[src/rtl/plic_lite_if.sv]
// plic_lite_if: word-wide valid/ready bus into the PLIC register window.
// master: mem_valid/wstrb/addr/wdata out; slave: one-cycle mem_ready + rdata.
interface plic_lite_if;
  logic        mem_valid;
  logic        mem_ready;
  logic [3:0]  mem_wstrb;
  logic [21:0] mem_addr;
  logic [31:0] mem_wdata;
  logic [31:0] mem_rdata;

  modport master (
    output mem_valid, mem_wstrb, mem_addr, mem_wdata,
    input  mem_ready, mem_rdata
  );

  modport slave (
    input  mem_valid, mem_wstrb, mem_addr, mem_wdata,
    output mem_ready, mem_rdata
  );
endinterface

[src/rtl/plic_lite.sv]
// plic_lite: priority interrupt controller, ctx0 -> irq_meip, ctx1 -> irq_seip.
// Ports: clk, resetn (async low), src_irq[N-1:0], bus (slave), irq_meip, irq_seip.
// Optional PLIC_EDGE_EN: per-source edge-select register at 0x001080.
module plic_lite #(
  parameter int NUM_SOURCES = 8,
  parameter int PRIO_BITS   = 3
) (
  input  logic                   clk,
  input  logic                   resetn,
  input  logic [NUM_SOURCES-1:0] src_irq,
  plic_lite_if.slave             bus,
  output logic                   irq_meip,
  output logic                   irq_seip
);

  localparam int N = NUM_SOURCES;
  localparam logic [4:0] NS5 = 5'(N);

  typedef logic [PRIO_BITS-1:0] prio_t;

  localparam logic [19:0] W_PEND  = 20'h00400;
  localparam logic [19:0] W_EDGE  = 20'h00420;
  localparam logic [19:0] W_EN0   = 20'h00800;
  localparam logic [19:0] W_EN1   = 20'h00820;
  localparam logic [19:0] W_THR0  = 20'h80000;
  localparam logic [19:0] W_CLM0  = 20'h80001;
  localparam logic [19:0] W_THR1  = 20'h80400;
  localparam logic [19:0] W_CLM1  = 20'h80401;

  logic        ready_q, ready_d;
  logic [19:0] waddr_q;
  logic [3:0]  wstrb_q;
  logic [31:0] wdata_q;

  prio_t       prio_q [1:N];
  prio_t       prio_d [1:N];
  logic [N:1]  pend_q, pend_d;
  logic [N:1]  infl_q, infl_d;
  logic [N:1]  en0_q, en0_d;
  logic [N:1]  en1_q, en1_d;
  prio_t       thr0_q, thr0_d;
  prio_t       thr1_q, thr1_d;
  logic        meip_q, seip_q;

  logic [N:1]  src;
  logic [N:1]  set;
  logic [4:0]  best0, best1;
  prio_t       bp0, bp1;

  logic        wr, rd;
  logic [4:0]  id5;
  logic        hit_prio, hit_pend, hit_en0, hit_en1;
  logic        hit_thr0, hit_clm0, hit_thr1, hit_clm1;
  logic [31:0] rd_val;
  logic        unused_bits;

  assign src = src_irq;

`ifdef PLIC_EDGE_EN
  logic [N:1] edge_q, edge_d;
  logic [N:1] prev_q;
  logic       hit_edge;

  assign hit_edge = (waddr_q == W_EDGE);
  // edge sources ignore in_flight; level sources are gated by it
  assign set = (edge_q & src & ~prev_q)
             | (~edge_q & src & ~infl_q);
`else
  assign set = src & ~infl_q;
`endif

  assign wr  = ready_q && (wstrb_q == 4'hF);
  assign rd  = ready_q && (wstrb_q == 4'h0);
  assign id5 = waddr_q[4:0];

  assign hit_prio = (waddr_q[19:5] == '0)
                 && (id5 != '0) && (id5 <= NS5);
  assign hit_pend = (waddr_q == W_PEND);
  assign hit_en0  = (waddr_q == W_EN0);
  assign hit_en1  = (waddr_q == W_EN1);
  assign hit_thr0 = (waddr_q == W_THR0);
  assign hit_clm0 = (waddr_q == W_CLM0);
  assign hit_thr1 = (waddr_q == W_THR1);
  assign hit_clm1 = (waddr_q == W_CLM1);

  assign unused_bits = ^{wdata_q, bus.mem_addr[1:0]};

  // strict '>' keeps the lowest ID on ties; starting at the
  // threshold makes priority 0 and sub-threshold IDs never win
  always_comb begin
    best0 = '0;
    best1 = '0;
    bp0   = thr0_q;
    bp1   = thr1_q;
    for (int i = 1; i <= N; i++) begin
      if (pend_q[i] && en0_q[i] && prio_q[i] > bp0) begin
        bp0   = prio_q[i];
        best0 = 5'(i);
      end
      if (pend_q[i] && en1_q[i] && prio_q[i] > bp1) begin
        bp1   = prio_q[i];
        best1 = 5'(i);
      end
    end
  end

  always_comb begin
    rd_val = '0;
    unique case (1'b1)
      hit_prio: begin
        for (int i = 1; i <= N; i++)
          if (id5 == 5'(i)) rd_val = 32'(prio_q[i]);
      end
      hit_pend: rd_val = 32'({pend_q, 1'b0});
`ifdef PLIC_EDGE_EN
      hit_edge: rd_val = 32'({edge_q, 1'b0});
`endif
      hit_en0:  rd_val = 32'({en0_q, 1'b0});
      hit_en1:  rd_val = 32'({en1_q, 1'b0});
      hit_thr0: rd_val = 32'(thr0_q);
      hit_clm0: rd_val = 32'(best0);
      hit_thr1: rd_val = 32'(thr1_q);
      hit_clm1: rd_val = 32'(best1);
      default:  rd_val = '0;
    endcase
  end

  assign bus.mem_ready = ready_q;
  assign bus.mem_rdata = ready_q ? rd_val : '0;
  assign irq_meip      = meip_q;
  assign irq_seip      = seip_q;

  always_comb begin
    ready_d = bus.mem_valid && !ready_q;
    prio_d  = prio_q;
    pend_d  = pend_q | set;
    infl_d  = infl_q;
    en0_d   = en0_q;
    en1_d   = en1_q;
    thr0_d  = thr0_q;
    thr1_d  = thr1_q;
`ifdef PLIC_EDGE_EN
    edge_d  = edge_q;
`endif

    if (wr) begin
      unique case (1'b1)
        hit_prio: begin
          for (int i = 1; i <= N; i++)
            if (id5 == 5'(i))
              prio_d[i] = wdata_q[PRIO_BITS-1:0];
        end
`ifdef PLIC_EDGE_EN
        hit_edge: edge_d = wdata_q[N:1];
`endif
        hit_en0:  en0_d  = wdata_q[N:1];
        hit_en1:  en1_d  = wdata_q[N:1];
        hit_thr0: thr0_d = wdata_q[PRIO_BITS-1:0];
        hit_thr1: thr1_d = wdata_q[PRIO_BITS-1:0];
        hit_clm0: begin
          for (int i = 1; i <= N; i++)
            if (wdata_q[4:0] == 5'(i) && en0_q[i])
              infl_d[i] = 1'b0;
        end
        hit_clm1: begin
          for (int i = 1; i <= N; i++)
            if (wdata_q[4:0] == 5'(i) && en1_q[i])
              infl_d[i] = 1'b0;
        end
        default: ;
      endcase
    end

    // claim overrides a same-cycle gateway set
    if (rd && (hit_clm0 || hit_clm1)) begin
      for (int i = 1; i <= N; i++) begin
        if ((hit_clm0 && best0 == 5'(i)) ||
            (hit_clm1 && best1 == 5'(i))) begin
          pend_d[i] = 1'b0;
          infl_d[i] = 1'b1;
        end
      end
    end
  end

  always_ff @(posedge clk or negedge resetn) begin
    if (!resetn) begin
      ready_q <= 1'b0;
      waddr_q <= '0;
      wstrb_q <= '0;
      wdata_q <= '0;
      for (int i = 1; i <= N; i++) prio_q[i] <= '0;
      pend_q  <= '0;
      infl_q  <= '0;
      en0_q   <= '0;
      en1_q   <= '0;
      thr0_q  <= '0;
      thr1_q  <= '0;
      meip_q  <= 1'b0;
      seip_q  <= 1'b0;
    end else begin
      ready_q <= ready_d;
      if (ready_d) begin
        waddr_q <= bus.mem_addr[21:2];
        wstrb_q <= bus.mem_wstrb;
        wdata_q <= bus.mem_wdata;
      end
      prio_q  <= prio_d;
      pend_q  <= pend_d;
      infl_q  <= infl_d;
      en0_q   <= en0_d;
      en1_q   <= en1_d;
      thr0_q  <= thr0_d;
      thr1_q  <= thr1_d;
      meip_q  <= (best0 != '0);
      seip_q  <= (best1 != '0);
    end
  end

`ifdef PLIC_EDGE_EN
  always_ff @(posedge clk or negedge resetn) begin
    if (!resetn) begin
      edge_q <= '0;
      prev_q <= '0;
    end else begin
      edge_q <= edge_d;
      prev_q <= src;
    end
  end
`endif

endmodule

[src/flat_wrapper.sv]
// flat-port wrapper written by rule: the top's interface ports become plain ports
module plic_lite_flat 
#(
  parameter int NUM_SOURCES = 8,
  parameter int PRIO_BITS   = 3
)
  (clk, resetn, src_irq, irq_meip, irq_seip, bus_mem_valid, bus_mem_wstrb, bus_mem_addr, bus_mem_wdata, bus_mem_ready, bus_mem_rdata);
  plic_lite_if bus_i ();
  input  logic clk;
  input  logic resetn;
  input  logic [NUM_SOURCES-1:0] src_irq;
  output logic irq_meip;
  output logic irq_seip;
  input wire logic [$bits(bus_i.mem_valid)-1:0] bus_mem_valid;
  input wire logic [$bits(bus_i.mem_wstrb)-1:0] bus_mem_wstrb;
  input wire logic [$bits(bus_i.mem_addr)-1:0] bus_mem_addr;
  input wire logic [$bits(bus_i.mem_wdata)-1:0] bus_mem_wdata;
  output wire logic [$bits(bus_i.mem_ready)-1:0] bus_mem_ready;
  output wire logic [$bits(bus_i.mem_rdata)-1:0] bus_mem_rdata;
  assign bus_i.mem_valid = bus_mem_valid;
  assign bus_i.mem_wstrb = bus_mem_wstrb;
  assign bus_i.mem_addr = bus_mem_addr;
  assign bus_i.mem_wdata = bus_mem_wdata;
  assign bus_mem_ready = bus_i.mem_ready;
  assign bus_mem_rdata = bus_i.mem_rdata;
  plic_lite #(.NUM_SOURCES(NUM_SOURCES), .PRIO_BITS(PRIO_BITS)) u_core (.clk(clk), .resetn(resetn), .src_irq(src_irq), .bus(bus_i), .irq_meip(irq_meip), .irq_seip(irq_seip));
endmodule
[config.mk]
export PLATFORM = sky130hd
export DESIGN_NAME = plic_lite_flat
export DESIGN_NICKNAME = d
export VERILOG_FILES = /design/src/rtl/plic_lite_if.sv /design/src/rtl/plic_lite.sv /design/src/flat_wrapper.sv
export SDC_FILE = /design/constraint.sdc
export NUM_CORES = 1
export LEC_CHECK = 0
export BUFFER_PORTS_ARGS = -buffer_cell sky130_fd_sc_hd__buf_2
export CORE_MARGIN = 2
export CORE_UTILIZATION = 40
export DETAILED_ROUTE_END_ITERATION = 16
export SLEW_MARGIN = 20
export SYNTH_ARGS = -nofsm -noshare
export SYNTH_HDL_FRONTEND = slang
export SYNTH_SLANG_ARGS = --single-unit
[constraint.sdc]
create_clock -name clk -period 33.5 [get_ports clk]
set_input_delay 6.7 -clock clk [delete_from_list [all_inputs] [get_ports clk]]
set_output_delay 6.7 -clock clk [all_outputs]
set_load 0.005 [all_outputs]
==> metrics.md <==
| Metric | Value |
|---|---|
| Nets | 935 |
| GR Overflow Total | 0 |
| Global-route usage over all layers | 0.2258 |
| Critical R2R Launch | u_core.thr1_q[2] |
| Sequential share of the synthesized area | 0.3412 |
| Top cell family by delay on the critical path | simple AND/OR/NAND/NOR gates |
| Post-Syn Area per Cell | 9.017 µm² |
| Max Fclk | 50.31 MHz |
| Synth Area in XOR/XNOR | 0.001219 |
| Core Footprint | 0.01778 mm² |
| Slew @ Worst Pin | 932.5 ps |
| Post-Syn Area | 0.007187 mm² |
| CTS tree | yes |
| DP HPWL | 16340 µm |
| Vias per cell | 5.979 |
| CTS clk-pin slew, worst paths | 80 ps |
| Vias in the first global route | 6112 |
| Crit-path max FO | 8 |
| Final WL | 21500 µm |
| CTS buffer count | 9 |
| Hold-fix buffers at CTS | 0 |
| Number of fill cells | 1738 |
| Clk_skew | 15.46 ps |
| Total die area | 0.01906 mm² |
| Die Span Y | 138.0 µm |
| Synthesis-stage register bit count | 98 |
| Most common cell after layout, fill and taps aside | dfrtp_1 |
| Root Buffer | clkbuf_16 |
| Ys flop type | dfrtp_1 |
| Layout area overhead | 9.889% |
| Top-Level Pins | 104 |
| HP Start | u_core.waddr_q[14] |
| First-pass GRT wire length | 33970 µm |
| Setup WS pre-CTS | 14200 ps |
| Synth Area in Adders | 0.05606 |
| Share of layout cells above drive strength 1 | 0.2242 |
| Critical path origin | u_core.thr1_q[2] |
| PostCTS Resize Cnt | 0 |
| IO buf count | 55 |
| Critical path type | register to output port |
| Starting DRT DRC Count | 584 |
| Final ANT Viol Nets | 0 |
| DR DRC count | 0 |
| Worst setup margin | 13620 ps |
| CP Launch Type | register |
| Number of setup buffers added after CTS | 0 |
| Compound-cell area share of the yosys netlist | 0.2035 |
| Sink Count | 98 |
| Main combinational cell family by area after synthesis | compound AO/OA/AOI/OAI gates |
| Period utilisation layout | 0.5934 |
| CP max-delay cell | dfrtp_1 |
| Die width | 138.0 µm |
| H-tree depth | 3 |
| 1st-pass router iterations | 5 |
| Yosys warns | 0 |
| Period minus WS final | 19880 ps |
| Number of flops mapped to enable cells by yosys | 0 |
| Wire per inst | 20.06 µm |
| Synth Instances | 797 |
| Skew-Pair Late Insertion Delay | 360 ps |
| Commonest cells after routing, fill and taps aside | dfrtp_1 (98), mux2_2 (78), nand2_1 (66) |
| Post-synth cell types | 85 |
| CP Data Arrival Time | 13180 ps |
| Max_cap viols | 0 |
| Max transition margin | 0.3770 |
| Ys async rst share | 1.000 |
| Placer Congestion | 1.015 |
| Final Hold Fails | 0 |
| Mux share of post-synthesis cell area | 0.1424 |
| Min-delay worst type | register to register |
| Setup TNS | 0 ps |
| PwrDens | 33.86 mW/mm² |
| CTS max path bufs | 2 |
| Initial core utilization | 0.4042 |
| Ant diodes | 0 |
| Final max-slew violation count | 0 |
| Final setup viols | 0 |
| Required time of the critical path | 26800 ps |
| Status | finished, final reports clean |
| Row count | 49 |
| Setup crit end kind | output port |
| RSZ-0062 raised after global routing | no |
| Initial antenna violation count | 0 |
| Vias | 6409 |
| Post-Synth Simple-Gate Area | 0.1969 |
| WP buf/inv | 3 |
| CP max stage delay | 570 ps |
| Largest net degree at the start of global routing | 72 |
| Leakage | 3.390 nW |
| Worst VDD drop | 29.71 µV |
state kept, by name, indices dropped and copies added (netlist names), 3 cells and up:
register	flops
u_core.prio_q	24
u_core.waddr_q	20
u_core.wdata_q	9
u_core.en0_q	8
u_core.en1_q	8
u_core.infl_q	8
u_core.pend_q	8
u_core.wstrb_q	4
u_core.thr0_q	3
u_core.thr1_q	3
power breakdown:
group          total [mW]  internal (mW)  switching [mW]
registers           0.136          0.124          0.0124
logic              0.0217         0.0115          0.0102
clock network       0.109         0.0550          0.0543
worst paths after layout:
path / cells after the start / end / slack [ps]
max: 56 / bus_mem_rdata[0] / 13620
min: 1 / u_core.waddr_q[14] / 500
max reg2reg: 57 / u_core.infl_q[5] / 20350
min reg2reg: 1 / u_core.waddr_q[14] / 500
max in group asynchronous: 2 / u_core.waddr_q[3] / 26000
min in group asynchronous: 1 / u_core.en1_q[7] / 6250
layer usage:
metal / GRT usage / share of wire
met3: 0.04122 / 0.074
met1: 0.3141 / 0.45
met4: 0.07680 / 0.023
met2: 0.3562 / 0.46
met5: 0 / 0
cell type report:
class | count | area, µm² | share of cell area
inverter | 37 | 138.9 | 0.01759
multi-input combinational | 635 | 4422 | 0.5599
sequential | 98 | 2452 | 0.3105
clock inverter | 6 | 66.31 | 0.008397
tap | 229 | 286.5 | 0.03628
timing repair buffer | 57 | 292.8 | 0.03707
clock buffer | 10 | 239.0 | 0.03026
stage by stage:
step | std cells | power (mW) | util | hold slack, ps | area, µm²
after global placement | 1056 | 0.1600 | 0.4265 | 484.0 | 7584
after global routing | 1072 | 0.2769 | 0.4442 | 520.2 | 7898
final | 1072 | 0.2674 | 0.4442 | 503.7 | 7898
after detailed placement | 1056 | 0.1604 | 0.4265 | 490.1 | 7584
after CTS | 1072 | 0.2696 | 0.4437 | 508.8 | 7889
after floorplan | 819 | 0.1503 | - | 463.2 | 7269
cell families (layout without fill, tap and decap cells):
logic type / after synthesis / in the layout
other cells: 1 / 23
fa+ha+maj: 33 / 33
flops: 98 / 98
buf+inv: 86 / 110
simple gates: 278 / 278
mux: 92 / 92
compound gates: 208 / 208
xor+xnor: 1 / 1
synthesized netlist by cell type, types with 9 or more instances:
cell type	instances	area share
o21ai_0	58	0.040
buf_4	23	0.024
nor2b_1	9	0.0078
inv_1	37	0.019
o22ai_1	10	0.0087
ha_1	28	0.049
clkbuf_1	22	0.011
mux2_2	78	0.12
mux2i_1	13	0.018
dfrtp_1	98	0.34
and3_1	13	0.011
nor2_1	65	0.034
a31oi_1	10	0.0087
nand3_1	33	0.023
a21oi_1	30	0.021
and2_1	9	0.0078
nor3_1	23	0.016
nand2b_1	11	0.0096
nand2_1	66	0.034
Power figures use the tool's default switching activity.
